===== config.mk =====
export PLATFORM = sky130hd
export DESIGN_NAME = mem_io_responder_flat
export DESIGN_NICKNAME = d
export VERILOG_FILES = /design/src/rtl/mem_io_responder_pkg.sv /design/src/rtl/mem_io_responder_if.sv /design/src/rtl/mem_io_responder_fifo_sync.sv /design/src/rtl/mem_io_responder.sv /design/src/flat_wrapper.sv
export SDC_FILE = /design/constraint.sdc
export NUM_CORES = 1
export LEC_CHECK = 0
export ABC_AREA = 0
export CORE_MARGIN = 1
export CORE_UTILIZATION = 60
export CTS_CLUSTER_DIAMETER = 150
export DETAILED_ROUTE_END_ITERATION = 8
export DONT_BUFFER_PORTS = 1
export GPL_TIMING_DRIVEN = 0
export MAX_ROUTING_LAYER = met4
export PLACE_DENSITY = 0.82
export SLEW_MARGIN = 40
export SYNTH_ARGS = -nofsm -noshare
export SYNTH_HDL_FRONTEND = slang
export SYNTH_HIERARCHICAL = 1
export SYNTH_SLANG_ARGS = --single-unit

===== constraint.sdc =====
create_clock -name clock -period 6.8 [get_ports clock]
set_clock_uncertainty 0.15 [all_clocks]
set_input_delay 1.02 -clock clock [delete_from_list [all_inputs] [get_ports clock]]
set_output_delay 1.02 -clock clock [all_outputs]
set_load 0.01 [all_outputs]

===== src/rtl/mem_io_responder_pkg.sv =====
// Shared constants and decode helpers for the CPU I/O window responder.
package mem_io_responder_pkg;

  localparam int          BYTE_BUS_W  = 8;
  localparam logic [17:0] IO_BASE     = 18'h30000;
  localparam logic [2:0]  OFS_CONSOLE = 3'd0;
  localparam logic [2:0]  OFS_COUNTER = 3'd4;

  typedef enum logic [1:0] {
    PORT_NONE,
    PORT_CONSOLE,
    PORT_COUNTER
  } io_port_e;

  // Bits [15:3] are ignored, so every I/O address aliases onto one of the two ports.
  function automatic io_port_e decode_port(input logic [17:0] a);
    io_port_e port;
    port = PORT_NONE;
    if (a[17:16] == IO_BASE[17:16]) begin
      case (a[2:0] & 3'b100)
        OFS_CONSOLE: port = PORT_CONSOLE;
        OFS_COUNTER: port = PORT_COUNTER;
        default:     port = PORT_NONE;
      endcase
    end
    return port;
  endfunction

  function automatic logic [7:0] dword_byte(input logic [31:0] d, input logic [1:0] sel);
    logic [7:0] b;
    case (sel)
      2'd0:    b = d[7:0];
      2'd1:    b = d[15:8];
      2'd2:    b = d[23:16];
      default: b = d[31:24];
    endcase
    return b;
  endfunction

endpackage


===== src/rtl/mem_io_responder_if.sv =====
// CPU byte bus plus UART stream signals seen by the I/O responder.
interface mem_io_responder_if;
  import mem_io_responder_pkg::*;

  logic [17:0]           cpu_a;
  logic                  cpu_wr;
  logic [BYTE_BUS_W-1:0] cpu_dout;
  logic [BYTE_BUS_W-1:0] cpu_din;
  logic                  cpu_rdy;
  logic                  io_sel_q;
  logic                  rx_valid;
  logic [BYTE_BUS_W-1:0] rx_data;
  logic                  rx_ready;
  logic                  tx_valid;
  logic [BYTE_BUS_W-1:0] tx_data;
  logic                  tx_ready;
  logic                  halt;

  modport slave (
    input  cpu_a, cpu_wr, cpu_dout, rx_valid, rx_data, tx_ready,
    output cpu_din, cpu_rdy, io_sel_q, rx_ready, tx_valid, tx_data, halt
  );

  modport master (
    output cpu_a, cpu_wr, cpu_dout, rx_valid, rx_data, tx_ready,
    input  cpu_din, cpu_rdy, io_sel_q, rx_ready, tx_valid, tx_data, halt
  );

endinterface


===== src/rtl/mem_io_responder_fifo_sync.sv =====
// Single-clock FIFO; head reads as zero while empty so idle outputs are clean.
module fifo_sync #(
  parameter int W  = 8,
  parameter int AW = 3
) (
  input  logic         clk,
  input  logic         rst,
  input  logic         i_push,
  input  logic         i_pop,
  input  logic [W-1:0] i_din,
  output logic         o_full,
  output logic         o_empty,
  output logic [W-1:0] o_head
);

  logic [W-1:0] r_mem [0:(1<<AW)-1];
  logic [AW:0]  r_wr_ptr;
  logic [AW:0]  r_rd_ptr;

  always_ff @(posedge clk or posedge rst) begin
    if (rst) begin
      r_wr_ptr <= '0;
      r_rd_ptr <= '0;
    end else begin
      if (i_push) r_wr_ptr <= r_wr_ptr + 1'b1;
      if (i_pop)  r_rd_ptr <= r_rd_ptr + 1'b1;
    end
  end

  always_ff @(posedge clk) begin
    if (i_push) r_mem[r_wr_ptr[AW-1:0]] <= i_din;
  end

  assign o_empty = (r_wr_ptr == r_rd_ptr);
  assign o_full  = (r_wr_ptr[AW] != r_rd_ptr[AW]) &&
                   (r_wr_ptr[AW-1:0] == r_rd_ptr[AW-1:0]);
  assign o_head  = o_empty ? '0 : r_mem[r_rd_ptr[AW-1:0]];

endmodule


===== src/rtl/mem_io_responder.sv =====
// I/O window responder: console RX/TX FIFOs, cycle counter with coherent
// dword snapshot, sticky program-stop flag and TX-full back-pressure.
module mem_io_responder
  import mem_io_responder_pkg::*;
#(
  parameter int FIFO_AW = 3,
  parameter int CNT_W   = 32
) (
  input  logic               clock,
  input  logic               reset,
  mem_io_responder_if.slave  bus
);

  io_port_e              w_port;
  logic                  w_rd;
  logic                  w_wr_req;
  logic                  w_tx_push_req;
  logic [BYTE_BUS_W-1:0] w_tx_din;
  logic                  w_tx_push;
  logic                  w_tx_pop;
  logic                  w_tx_full;
  logic                  w_tx_empty;
  logic [BYTE_BUS_W-1:0] w_tx_head;
  logic                  w_stall;
  logic                  w_rx_push;
  logic                  w_rx_pop;
  logic                  w_rx_full;
  logic                  w_rx_empty;
  logic [BYTE_BUS_W-1:0] w_rx_head;

  logic [CNT_W-1:0]      r_cnt;
  logic [CNT_W-1:0]      r_snap;
  logic [BYTE_BUS_W-1:0] r_din;
  logic                  r_io_sel;
  logic                  r_halt;

  assign w_port   = decode_port(bus.cpu_a);
  assign w_rd     = (w_port != PORT_NONE) && !bus.cpu_wr;
  assign w_wr_req = (w_port != PORT_NONE) && bus.cpu_wr && !r_halt;

  // The stop write force-pushes 0x00; console writes of 0x00 are filtered out.
  assign w_tx_push_req = w_wr_req &&
                         ((w_port == PORT_COUNTER) || (bus.cpu_dout != '0));
  assign w_tx_din      = (w_port == PORT_COUNTER) ? '0 : bus.cpu_dout;
  assign w_tx_pop      = !w_tx_empty && bus.tx_ready;
  assign w_stall       = w_tx_push_req && w_tx_full && !w_tx_pop;
  assign w_tx_push     = w_tx_push_req && !w_stall;

  assign w_rx_push = bus.rx_valid && !w_rx_full;
  assign w_rx_pop  = w_rd && (w_port == PORT_CONSOLE) && !w_rx_empty;

  fifo_sync #(.W(BYTE_BUS_W), .AW(FIFO_AW)) u_rx_fifo (
    .clk     (clock),
    .rst     (reset),
    .i_push  (w_rx_push),
    .i_pop   (w_rx_pop),
    .i_din   (bus.rx_data),
    .o_full  (w_rx_full),
    .o_empty (w_rx_empty),
    .o_head  (w_rx_head)
  );

  fifo_sync #(.W(BYTE_BUS_W), .AW(FIFO_AW)) u_tx_fifo (
    .clk     (clock),
    .rst     (reset),
    .i_push  (w_tx_push),
    .i_pop   (w_tx_pop),
    .i_din   (w_tx_din),
    .o_full  (w_tx_full),
    .o_empty (w_tx_empty),
    .o_head  (w_tx_head)
  );

  always_ff @(posedge clock or posedge reset) begin
    if (reset) begin
      r_cnt  <= '0;
      r_halt <= 1'b0;
    end else begin
      if (!r_halt) r_cnt <= r_cnt + 1'b1;
      if (w_wr_req && (w_port == PORT_COUNTER) && !w_stall) r_halt <= 1'b1;
    end
  end

  // Byte 0 of the counter port latches the snapshot; bytes 1..3 come from it.
  always_ff @(posedge clock or posedge reset) begin
    if (reset) begin
      r_din    <= '0;
      r_io_sel <= 1'b0;
      r_snap   <= '0;
    end else begin
      r_io_sel <= w_rd;
      if (w_rd && (w_port == PORT_CONSOLE)) begin
        r_din <= w_rx_head;
      end else if (w_rd && (w_port == PORT_COUNTER)) begin
        if (bus.cpu_a[1:0] == 2'd0) begin
          r_snap <= r_cnt;
          r_din  <= r_cnt[7:0];
        end else begin
          r_din  <= dword_byte(r_snap, bus.cpu_a[1:0]);
        end
      end
    end
  end

  assign bus.cpu_din  = r_din;
  assign bus.cpu_rdy  = !w_stall;
  assign bus.io_sel_q = r_io_sel;
  assign bus.rx_ready = !w_rx_full;
  assign bus.tx_valid = !w_tx_empty;
  assign bus.tx_data  = w_tx_head;
  assign bus.halt     = r_halt;

endmodule


===== src/flat_wrapper.sv =====
// flat-port wrapper written by rule: the top's interface ports become plain ports
module mem_io_responder_flat import mem_io_responder_pkg::*;
#(
  parameter int FIFO_AW = 3,
  parameter int CNT_W   = 32
)
  (clock, reset, bus_cpu_a, bus_cpu_wr, bus_cpu_dout, bus_rx_valid, bus_rx_data, bus_tx_ready, bus_cpu_din, bus_cpu_rdy, bus_io_sel_q, bus_rx_ready, bus_tx_valid, bus_tx_data, bus_halt);
  mem_io_responder_if bus_i ();
  input  logic clock;
  input  logic reset;
  input wire logic [$bits(bus_i.cpu_a)-1:0] bus_cpu_a;
  input wire logic [$bits(bus_i.cpu_wr)-1:0] bus_cpu_wr;
  input wire logic [$bits(bus_i.cpu_dout)-1:0] bus_cpu_dout;
  input wire logic [$bits(bus_i.rx_valid)-1:0] bus_rx_valid;
  input wire logic [$bits(bus_i.rx_data)-1:0] bus_rx_data;
  input wire logic [$bits(bus_i.tx_ready)-1:0] bus_tx_ready;
  output wire logic [$bits(bus_i.cpu_din)-1:0] bus_cpu_din;
  output wire logic [$bits(bus_i.cpu_rdy)-1:0] bus_cpu_rdy;
  output wire logic [$bits(bus_i.io_sel_q)-1:0] bus_io_sel_q;
  output wire logic [$bits(bus_i.rx_ready)-1:0] bus_rx_ready;
  output wire logic [$bits(bus_i.tx_valid)-1:0] bus_tx_valid;
  output wire logic [$bits(bus_i.tx_data)-1:0] bus_tx_data;
  output wire logic [$bits(bus_i.halt)-1:0] bus_halt;
  assign bus_i.cpu_a = bus_cpu_a;
  assign bus_i.cpu_wr = bus_cpu_wr;
  assign bus_i.cpu_dout = bus_cpu_dout;
  assign bus_i.rx_valid = bus_rx_valid;
  assign bus_i.rx_data = bus_rx_data;
  assign bus_i.tx_ready = bus_tx_ready;
  assign bus_cpu_din = bus_i.cpu_din;
  assign bus_cpu_rdy = bus_i.cpu_rdy;
  assign bus_io_sel_q = bus_i.io_sel_q;
  assign bus_rx_ready = bus_i.rx_ready;
  assign bus_tx_valid = bus_i.tx_valid;
  assign bus_tx_data = bus_i.tx_data;
  assign bus_halt = bus_i.halt;
  mem_io_responder #(.FIFO_AW(FIFO_AW), .CNT_W(CNT_W)) u_core (.clock(clock), .reset(reset), .bus(bus_i));
endmodule

---- Word-level counts from Yosys, hierarchy flattened ----
Memory sizes are Yosys's and may differ from the RTL's.
Cells that the tools add are included.
word-level totals
  bits in registers ....................... 90
  latch bits .............................. 0
  RAM bits ................................ 128
  bits in read-only memories .............. 0
  bits of input ports ..................... 39
  output and inout port bits .............. 21
  word-level logic and storage cells ...... 71
  memories ................................ 2
memory list
  memory                  words  width  rd ports  clocked after memory_dff  write ports  line                              RTL
  u_core.u_rx_fifo.r_mem  8      8      1         0                         1            mem_io_responder_fifo_sync.sv:16  logic [W-1:0] r_mem [0:(1<<AW)-1];
  u_core.u_tx_fifo.r_mem  8      8      1         0                         1            mem_io_responder_fifo_sync.sv:16
operators by class
  add/sub/neg operators ................... 5
  $mul .................................... 0
  divide/modulo/power cells ............... 0
  magnitude comparators ................... 0
  equal/unequal tests ..................... 11
  shift operators ......................... 0
  multiplexer cells ....................... 13
  bitwise logic cells ..................... 1
  reduce and logical (&&, ||, !) cells .... 30
operators with widths
  cell                     number
  $mux W8                  6
  $add A32 B1 Y32 const B  1
  $add A4 B1 Y4 const B    4
  $logic_and A1 B1 Y1      16
  $pmux W8 S2              1
  $eq A4 B4 Y1             2
  $reduce_bool A8 Y1       1
  $logic_not A1 Y1         7
  $eq A2 B2 Y1 const B     3
  $eq A3 B3 Y1             2
  $eq A2 B1 Y1 const B     2
  $mux W1                  4
  $pmux W2 S2              1
  $reduce_bool A2 Y1       2
  $logic_not A3 Y1         1
  $reduce_and A3 Y1        1
  $logic_not A2 Y1         1
  $mux W2                  1
  $ne A1 B1 Y1             2
  $logic_or A1 B1 Y1       1
  $not A1 Y1               1

---- Depth between registers and ports, before layout ----
Gate-level depths: netlist of run 1.
  depth after elaboration ................. 13
  depth in mapped cells ................... 10
  gate-level depth less buffers ........... 9

---- Modules after synthesis ----
Netlist of run 1, hierarchy kept.
by module, submodules not included
  module            instances  cells each  area each (µm²)  seq. area each (µm²)
  fifo_sync         2          175         2946.6           2122.0
  mem_io_responder  1          286         3191.8           1651.6

---- Worst setup path after synthesis of run 1 ----
OpenSTA, ideal clock, no wires.
  path kind ............................... input port to flip-flop
  from .................................... input port bus_cpu_a[2]
  to ...................................... memory u_core.u_tx_fifo.r_mem[1][0] (enable)
  setup time .............................. 0.383 ns
  arrival time ............................ 2.874 ns
  required time ........................... 6.267 ns
  setup slack ............................. 3.392 ns
  cell stages on the path ................. 6
  buffers on the path ..................... 1
  cell sequence ........................... buf_6 -> nand3_4 -> and3_1 -> nor4b_1 -> nand2_1 -> nor3_1
on the way
  longest elaborated chain between the ends .. 13
  elaborated cells between the ends (all ways) .. 15
  classes of those cells .................. eq/ne: 1; mux: 4; reduce/logical: 10
RTL lines
  element                            line                              RTL
  start: declaration                 flat_wrapper.sv:11                input wire logic [$bits(bus_i.cpu_a)-1:0] bus_cpu_a;
  $logic_not A3 Y1                   mem_io_responder_pkg.sv:20        case (a[2:0] & 3'b100)
  $pmux W2 S2 (*)                    mem_io_responder_pkg.sv:20
  $mux W2 (*)                        mem_io_responder_pkg.sv:19        if (a[17:16] == IO_BASE[17:16]) begin
  $reduce_bool A2 Y1                 mem_io_responder.sv:39            assign w_wr_req = (w_port != PORT_NONE) && bus.cpu_wr && !r_halt;
  $logic_and A1 B1 Y1 (2 in series)  mem_io_responder.sv:39
  $logic_and A1 B1 Y1 (*)            mem_io_responder.sv:42            assign w_tx_push_req = w_wr_req &&
  $logic_and A1 B1 Y1 (2 in series)  mem_io_responder.sv:46            assign w_stall = w_tx_push_req && w_tx_full && !w_tx_pop;
  $logic_not A1 Y1                   mem_io_responder.sv:47            assign w_tx_push = w_tx_push_req && !w_stall;
  $logic_and A1 B1 Y1 (*)            mem_io_responder.sv:47
  named net u_core.w_tx_push         mem_io_responder.sv:19            logic w_tx_push;
  $mux W1 (*)                        mem_io_responder_fifo_sync.sv:31  if (i_push) r_mem[r_wr_ptr[AW-1:0]] <= i_din;
  $mux W1 (implied by the code) (*)  mem_io_responder_fifo_sync.sv:31
  end: declaration                   mem_io_responder_fifo_sync.sv:16
The timed path passes the listed nets; every way through them passes the cells marked *.

---- Worst setup path in the final report of run 1 ----
  from .................................... register u_core.u_tx_fifo.r_rd_ptr[0]
  to ...................................... output port bus_cpu_rdy
on the way
  longest elaborated chain between the ends .. 6
  elaborated cells between the ends (all ways) .. 9
  classes of those cells .................. eq/ne: 2; reduce/logical: 7
RTL lines
  element                      line                              RTL
  start: declaration           mem_io_responder_fifo_sync.sv:18  logic [AW:0] r_rd_ptr;
  start signal: assignment     mem_io_responder_fifo_sync.sv:26  if (i_pop) r_rd_ptr <= r_rd_ptr + 1'b1;
  $eq A4 B4 Y1                 mem_io_responder_fifo_sync.sv:34  assign o_empty = (r_wr_ptr == r_rd_ptr);
  named net u_core.w_tx_empty  mem_io_responder.sv:22            logic w_tx_empty;
  $logic_not A1 Y1             mem_io_responder.sv:45            assign w_tx_pop = !w_tx_empty && bus.tx_ready;
  $logic_and A1 B1 Y1          mem_io_responder.sv:45
  named net u_core.w_tx_pop    mem_io_responder.sv:20            logic w_tx_pop;
  $logic_not A1 Y1             mem_io_responder.sv:46
  $logic_and A1 B1 Y1          mem_io_responder.sv:46
  $logic_not A1 Y1             mem_io_responder.sv:106           assign bus.cpu_rdy = !w_stall;
  end: declaration             flat_wrapper.sv:18                output wire logic [$bits(bus_i.cpu_rdy)-1:0] bus_cpu_rdy;
The timed path passes the listed nets, and every way through them passes these cells.

==> results summary, run 1 <==
The run finished, with violations left. The checks that failed: DRC. The internal power summed over all cells is ~2.5 mW. By count the netlist is led by sky130_fd_sc_hd__edfxtp_1, sky130_fd_sc_hd__dfrtp_1, sky130_fd_sc_hd__mux2i_1, sky130_fd_sc_hd__xnor2_1, sky130_fd_sc_hd__a22oi_1. The highest attainable clock frequency is between 200 and 300 MHz. Cells with a size suffix above 1 make up ~15% of the layout. The shortest clock period the worst path allows after layout is 3.76 ns. The y dimension of the die is approximately 130 um. The total core area came out at between 10000 and 15000 um2. In the post-synthesis netlist, the cell with the most instances is sky130_fd_sc_hd__edfxtp_1.

The final hold violation count came out at 0. The DRC violation count after routing came out at 14. Fill cells in the final layout number 986. After the last flow step, the layout net total stands at 707. The path class of the tightest hold or removal check is primary input to async pin. The worst slew slack as a fraction of its limit is between 40% and 50%. Gates resized during post-CTS repair numbered 0. The largest stage delay on the critical path is between 0.5 and 0.6 ns.

The CTS sink count came out at 210. The most used flip-flop cell after synthesis is sky130_fd_sc_hd__edfxtp_1. The portion of total power attributed to sequential cells came out at between 40% and 50%.

The all-layer global routing usage came out at between 20 and 30%. The slew at the pin with the worst max-slew slack came out at just under 0.9 ns. The worst register-to-register path has a depth of 8. The maximum number of pins on one net before global-route repair is 39.

Setup repair after global routing left no endpoint under its margin. The classification of the worst setup path is flip-flop to output port. CTS placed an instance of sky130_fd_sc_hd__clkbuf_16 at the clock tree root. The routability congestion estimate came out at roughly 0.86.

The wire length after detailed routing came out at 18500 um. The cell count after synthesis is between 600 and 700. The worst setup path is captured at an output port. The register bit count reported by yosys is 210. The number of placed instances, taps included, is roughly 820. The max-slew violation count came out at 0.

The sum of negative setup slack is 0 ns. The required time of the worst setup path is between 5 and 6 ns. The number of iterations in the first detailed-routing pass came out at 7. For this run, the register share of the synthesized area comes to approximately two thirds.

In this run, CTS created clock tree buffers numbering 21. The total nets after synthesis is 683. The residual overflow from global routing is 0. The fraction of registers with async set/reset is 39.0%. The netlist area before placement came out at about 9100 um2. The fraction of power spent switching nets is approximately a third. After detailed routing, the average wire length per cell comes to 21.5 um.

In this run the deepest clock path goes through 3 buffers. The Yosys step of the flow raised 6 warnings. From synthesis to final layout, the design area changed by 10.1%.

Once detail routing completed, the nets flagged for antenna violations numbered 0. The CTS clock-pin slew for the worst setup and hold paths came out at 0.06 ns. The total of hold buffers inserted after clock tree synthesis came out at 0. The largest fanout on the critical path is 9. Yosys attributes the largest share of cell area to sky130_fd_sc_hd__edfxtp_1, sky130_fd_sc_hd__dfrtp_1, sky130_fd_sc_hd__mux2i_1. The antenna diode count came out at 0. The portion of the clock cycle consumed by the worst path in the final layout is a little under three fifths. The count of unique library cells instantiated by Yosys is 39. The initial core utilization is approximately 62%. The utilization of the core after routing came out at roughly two thirds.

The die width is between 100 and 150 um. The average vias per placed instance is around 6.2. Clock latency on the worst-skew pair, taken at its later pin, is 0.49 ns. After clock tree synthesis, the setup repair step added 0 buffers. The wire length of the first global-routing pass is 29700 um. The total chip power is ~3.7 mW.

TritonCTS built the clock tree. The startpoint kind of the worst setup timing path is a flip-flop. Setup violations remaining at the end of the flow were counted as 0. In this run the number of H-tree levels came out at 1. The overall via count from detail_route is roughly 5300. The DRC marker count from the first detailed-route iteration came out at 407. The critical path goes through buf_6 > xnor2_1 > nand4_1 > inv_1 > nor2b_1 > nand2b_1 > or4_4. Of all cell types, the one taking the most synthesized area is sky130_fd_sc_hd__edfxtp_1. The floorplan row count came out at 44. The final non-filler cell total is 859.

The leakage power of the design is 3.94 nW. Each instance of the synthesized netlist takes up on average ~14 um2. The port buffer count is 0. The share of total power dissipated in combinational logic is 27.6%.

The number of placed I/O pins is 60. The clock share of power is between 20% and 30%. The slowest stage of the critical path belongs to the cell sky130_fd_sc_hd__or4_4.

The top cell type's share of synthesized area came out at between 40% and 50%. The estimated wirelength of the detail-placed design is ~12000 um. The total of max-cap violations came out at 0. The via count of the first global-routing pass is about 5600.

The worst ir drop on vdd is 0.195 mV. The critical path data arrival time is ~2.6 ns. The synthesized design contains about 130 enable-type register cells.

Power spread over the standard cell area amounts to 371 nW/um2. The die area came out at roughly 16000 um2. The initial antenna violation count came out at 0. The switching power total came out at ~1.2 mW.
[cells by family (layout without fill, tap and decap cells)]
family / count (synthesis) / count (layout) / synth area share (%)
compound gates: 65 / 65 / 5.05
xor+xnor: 51 / 51 / 4.92
fa+ha+maj: 8 / 8 / 1.10
buf+inv: 41 / 80 / 3.10
flops: 210 / 210 / 64.9
mux: 93 / 93 / 10.6
simple gates: 168 / 168 / 10.3
[cells in the final DEF (no fill, tap or decap), types with 3 or more instances in the layout]
cell type and n:
sky130_fd_sc_hd__a22oi_1 40, sky130_fd_sc_hd__nor4_1 3, sky130_fd_sc_hd__buf_2 9, sky130_fd_sc_hd__clkinv_1 3
sky130_fd_sc_hd__clkbuf_1 12, sky130_fd_sc_hd__xor2_1 8, sky130_fd_sc_hd__buf_12 5, sky130_fd_sc_hd__and3_1 21
sky130_fd_sc_hd__nand2b_1 8, sky130_fd_sc_hd__clkbuf_16 21, sky130_fd_sc_hd__a211oi_1 8, sky130_fd_sc_hd__o21ai_0 8
sky130_fd_sc_hd__dfrtp_1 82, sky130_fd_sc_hd__mux2_2 29, sky130_fd_sc_hd__xnor2_1 43, sky130_fd_sc_hd__nor2_1 23
sky130_fd_sc_hd__buf_6 5, sky130_fd_sc_hd__nand4_1 10, sky130_fd_sc_hd__edfxtp_1 128, sky130_fd_sc_hd__inv_1 11
sky130_fd_sc_hd__buf_4 3, sky130_fd_sc_hd__nor2b_1 6, sky130_fd_sc_hd__and4_1 4, sky130_fd_sc_hd__nand2_1 39
sky130_fd_sc_hd__nand3_1 21, sky130_fd_sc_hd__clkinv_2 4, sky130_fd_sc_hd__o22ai_1 8, sky130_fd_sc_hd__nor3_2 3
sky130_fd_sc_hd__mux2i_1 64, sky130_fd_sc_hd__and2_1 11, sky130_fd_sc_hd__ha_1 8, sky130_fd_sc_hd__nor2_2 5
[flip-flops by register name, indices dropped and copies added, names as in the netlist]
name / count
u_core/u_rx_fifo/r_mem: 64
u_core/u_tx_fifo/r_mem: 64
u_core/r_cnt: 32
u_core/r_snap: 24
u_core/bus.cpu_din: 8
u_core/u_rx_fifo/r_rd_ptr: 4
u_core/u_rx_fifo/r_wr_ptr: 4
u_core/u_tx_fifo/r_rd_ptr: 4
u_core/u_tx_fifo/r_wr_ptr: 4
u_core/bus.halt: 1
u_core/bus.io_sel_q: 1
[routing by layer]
layer / global-route usage, % / share of wire (%) / vias to the layer above
met3: 4.84 / 6.1 / 30
met1: 31.3 / 41 / 2716
met2: 41.7 / 51 / 150
met5: - / 0 / -
li1: - / - / 2405
met4: 8.03 / 1.8 / 0
[stage by stage]
| stage | hold WS [ns] | instance area, um2 | worst slack, ns |
|---|---|---|---|
| 4_1_cts | 0.198 | 9980 | 2.87 |
| 5_1_grt | 0.217 | 10000 | 2.91 |
| 2_1_floorplan | 0.290 | 9080 | 3.39 |
| 6_report | 0.205 | 10000 | 3.04 |
| 3_3_place_gp | 0.308 | 9320 | 2.78 |
| 3_5_place_dp | 0.315 | 9360 | 2.90 |
[layout make-up]
class | instances | area, um2 | area share (%)
Inverter | 12 | 47.5 | 0.475
Sequential cell | 210 | 5900 | 59.0
Clock buffer | 28 | 562 | 5.62
Clock inverter | 10 | 55.1 | 0.551
Multi-Input combinational cell | 385 | 2950 | 29.5
Buffer | 29 | 236 | 2.36
Tap cell | 184 | 230 | 2.30
Timing Repair Buffer | 1 | 20.0 | 0.200
[power groups by stage]
stage          clock [mW]  sequential, mW  combinational [mW]
3_3_place_gp            0            1.65               0.950
2_1_floorplan           0            1.62               0.784
6_report             1.04            1.64                1.02
5_1_grt              1.11            1.65                1.11
3_5_place_dp            0            1.66                1.00
4_1_cts              1.06            1.64                1.01
[path summary, 6_finish.rpt]
| kind | start | endpoint | slack (ns) |
|---|---|---|---|
| worst max-delay path | u_core/u_tx_fifo/r_rd_ptr[0]$_DFFE_PP0P_ | bus_cpu_rdy | 3.04 |
| worst min-delay path | reset | u_core/u_tx_fifo/r_wr_ptr[1]$_DFFE_PP0P_ | 0.21 |
| worst max register to register | u_core/u_tx_fifo/r_wr_ptr[1]$_DFFE_PP0P_ | u_core/u_tx_fifo/r_mem[5][3]$_DFFE_PP_ | 3.29 |
| worst min register to register | u_core/u_rx_fifo/r_wr_ptr[3]$_DFFE_PP0P_ | u_core/u_rx_fifo/r_wr_ptr[3]$_DFFE_PP0P_ | 0.35 |
| max in group asynchronous | reset | u_core/r_cnt[30]$_DFFE_PP0N_ | 5.73 |
| min in group clock | u_core/u_rx_fifo/r_wr_ptr[3]$_DFFE_PP0P_ | u_core/u_rx_fifo/r_wr_ptr[3]$_DFFE_PP0P_ | 0.35 |
[worst max-delay path, delay by kind of cell (launching register included)]
kind | cells | cell delay [ns]
buffers and inverters | 2 | 0.34
and+or+nand+nor | 4 | 1.17
DFF | 1 | 0.40
xor gates and xnor gates | 1 | 0.18
Power figures use the tool's default switching activity.
==> run 2, diff against run 1 <==
--- a/config.mk
+++ b/config.mk
@@ -7,13 +7,13 @@
 export LEC_CHECK = 0
 export ABC_AREA = 0
 export CORE_MARGIN = 1
-export CORE_UTILIZATION = 60
+export CORE_UTILIZATION = 57
 export CTS_CLUSTER_DIAMETER = 150
 export DETAILED_ROUTE_END_ITERATION = 8
 export DONT_BUFFER_PORTS = 1
 export GPL_TIMING_DRIVEN = 0
 export MAX_ROUTING_LAYER = met4
-export PLACE_DENSITY = 0.82
+export PLACE_DENSITY = 0.81
 export SLEW_MARGIN = 40
 export SYNTH_ARGS = -nofsm -noshare
 export SYNTH_HDL_FRONTEND = slang
==> constraint.sdc (replaced) <==
create_clock -name clock -period 3.1 [get_ports clock]
set_clock_uncertainty 0.15 [all_clocks]
set_input_delay 0.465 -clock clock [delete_from_list [all_inputs] [get_ports clock]]
set_output_delay 0.465 -clock clock [all_outputs]
set_load 0.01 [all_outputs]
==> run 2 against run 1 <==
Against the previous run: the run now ends clean; via count about the same; die area is 5.2% higher; critical path depth shrank 1; worst hold slack worse by 0.092 ns; global-route usage shrank 1.5 points; first-iteration DRC count decreased by 2.9%; largest power group unchanged; highest routed layer unchanged; final cell count up 4.8%; critical path type unchanged; combinational power is 120% higher; flip-flop and latch count unchanged.
==> results summary, run 2 (synthesis results as in run 1) <==
The portion of the clock cycle consumed by the worst path in the final layout is between 90% and 100%. STA classifies the critical path endpoint as an output port. Data on the critical path is required at its endpoint by roughly 2.5 ns.

The die area is about 16000 um2. Dividing total power by cell area gives a power density of 807 nW/um2. The CTS sink count came out at 210. In this run the core area contains 45 standard-cell rows. The shortest clock period the worst path allows after layout came out at about 2.9 ns.

The die is approximately 130 um wide. The worst setup path is of the flip-flop to output port kind. The initial antenna violation count came to 0. The library cell used most frequently in the layout, excluding fill and tap cells, is sky130_fd_sc_hd__edfxtp_1. For the worst-skew pair, the clock arrives at the later sink with an insertion delay of ~0.49 ns. Using the TritonRoute via totals, the vias-per-cell ratio works out to 5.90.

The leakage power of the design came out at just over 4 nW. The number of nets with antenna violations after detailed routing is 0. The routed design has about 18000 um of wire. The number of placed I/O pins is 60.

The y dimension of the die came out at ~130 um. TritonCTS built the clock tree. In the final layout, the share of cells above drive strength 1 is between 10% and 20%. The H-tree depth reported by CTS came out at 1. The count of cells in the finished layout, fillers not included, comes to 900. The DRC violation count after routing came out at 0. The first global-routing pass estimated roughly 29000 um of wire. The count of fill cells added during filler insertion is between 1000 and 1500.

The slew at the pin with the worst max-slew slack is between 0.7 and 0.8 ns. The sum of negative setup slack is 0 ns. Setup slack on the critical path of the routed design comes to approximately 0.19 ns. The all-layer global routing usage came out at a little under a quarter. The total core area is 15400 um2. The max-slew violation count is 0. The tool flagged a number of max-cap violations equal to 0. The initial utilization of the core area, before any placement, comes to between 50% and 60%. Once placement completed, the tool counted placed cells totaling approximately 850. The residual overflow from global routing is 0. Entering global routing, the biggest net connects 43 pins. The layout overhead on the synthesized area is 13.2%. The CTS clock-pin slew for the worst setup and hold paths is about 0.060 ns. The setup slack on the worst flop-to-flop path is 0.26 ns. The first routing iteration left slightly below 400 violations. The via count of the first global-routing pass came out at roughly 5500. 0 antenna diodes ended up in the layout.

Once detailed placement completed, the half-perimeter wirelength came to around 12000 um. The final number of setup-violating endpoints is 0. The final hold violation count came out at 0.

The highest attainable clock frequency is approximately 340 MHz. The total chip power is between 8 and 9 mW. The largest fanout on the critical path is 8.

After detailed routing, the average wire length per cell comes to ~20 um. The congestion estimate from routability-driven global placement came to 0.828. The maximum buffer depth of the clock tree came out at 3.

The flow ran to the end, and the final reports show no timing, DRC or antenna violations. After the last flow step, the layout net total stands at a little over 700. The cell area after layout came out at 10300 um2. Setup repair after global routing left no endpoint under its margin. The number of iterations in the first detailed-routing pass came out at 5. For the worst setup path, the data arrival time is 2.30 ns. The worst hold path belongs to the class primary input to flip-flop.

The top cell types in the final layout, fill and taps aside, are sky130_fd_sc_hd__edfxtp_1, sky130_fd_sc_hd__dfrtp_1, sky130_fd_sc_hd__mux2i_1. Prior to clock tree synthesis, the placed netlist has a worst setup slack of -0.535 ns. The final route contains approximately 5300 vias. The clock root buffer master is sky130_fd_sc_hd__clkbuf_16. The total cell area at the placement stage came out at ~9400 um2. The startpoint kind of the worst setup timing path is a flip-flop.

The worst pin sits at a relative slew slack of a little under 50%. Counting the buffers created by CTS gives 22. The port buffer count is 0.

The worst ir drop on vdd came out at about 0.56 mV.
## run 2: changes by cell type in the layout (fill, tap and decap cells not counted), sizes merged
| cell | delta |
|---|---|
| clkbuf | +1 |
| clkinv | +3 |
| buf | +3 |
| dlygate4sd3 | +9 |
| bufinv | +1 |
| clkinvlp | -2 |
| inv | -1 |
## run 2: cell type report
| class | instances | area, um2 | area share, % |
|---|---|---|---|
| clock inverters | 11 | 77.6 | 0.754 |
| plain buffers | 29 | 236 | 2.30 |
| inverters | 12 | 47.5 | 0.462 |
| repair buffers | 13 | 158 | 1.53 |
| well taps | 211 | 264 | 2.57 |
| clock buffers | 29 | 598 | 5.81 |
| flip-flops and latches | 210 | 5900 | 57.3 |
| multi-input cells | 385 | 3010 | 29.3 |
## run 2: path summary, 6_finish.rpt
kind                                                            endpoint  cells past startpoint                                      from
worst max-delay path                                         bus_cpu_rdy                      6  u_core/u_tx_fifo/r_wr_ptr[1]$_DFFE_PP0P_
worst min-delay path                         u_core/bus.halt$_DFFE_PP0P_                      2                                bus_cpu_wr
worst max register to register    u_core/u_tx_fifo/r_mem[1][3]$_DFFE_PP_                      9  u_core/u_tx_fifo/r_wr_ptr[1]$_DFFE_PP0P_
worst min register to register              u_core/r_cnt[31]$_DFFE_PP0N_                      1              u_core/r_cnt[31]$_DFFE_PP0N_
max in group asynchronous                  u_core/r_snap[30]$_DFFE_PP0P_                      3                                     reset
min in group asynchronous       u_core/u_tx_fifo/r_rd_ptr[3]$_DFFE_PP0P_                      2                                     reset
## run 2: per-layer routing
layer  global-route usage, %  vias up  share of wire, %
met5                       -        -                 0
met4                    8.44        0               2.0
met3                    4.88       27               5.9
met2                    38.9      159                51
met1                    29.1     2679                41
li1                        -     2441                 -
## run 2: worst max-delay path: stages, from the launching register on
cell and delay (ns):
sky130_fd_sc_hd__dfrtp_1 0.50, sky130_fd_sc_hd__xnor2_1 0.25, sky130_fd_sc_hd__nand4_1 0.15, sky130_fd_sc_hd__inv_1 0.11, sky130_fd_sc_hd__nor2b_2 0.08, sky130_fd_sc_hd__nand2b_1 0.19, sky130_fd_sc_hd__or4_4 0.53
## run 2: repair_timing
item	in CTS	in global routing
hold buffers	9	0
hold endpoints to repair	146	0
endpoints found under the setup margin	66	44
setup buffers	3	0
pin swaps	3	0
resized for setup	15	2
## run 2: where the power goes
part	internal, mW	leakage (nW)	switching [mW]
Combinational	0.986	1.46	1.28
Sequential	3.30	2.25	0.305
Clock	1.44	0.332	0.995
## run 2: per-stage QoR
step | hold slack, ns | utilization, %
final | 0.113 | 66.9
after global routing | 0.103 | 66.9
after CTS | 0.0989 | 66.9
after detailed placement | 0.166 | 61.2
after global placement | 0.158 | 60.9
after floorplan | 0.131 | -
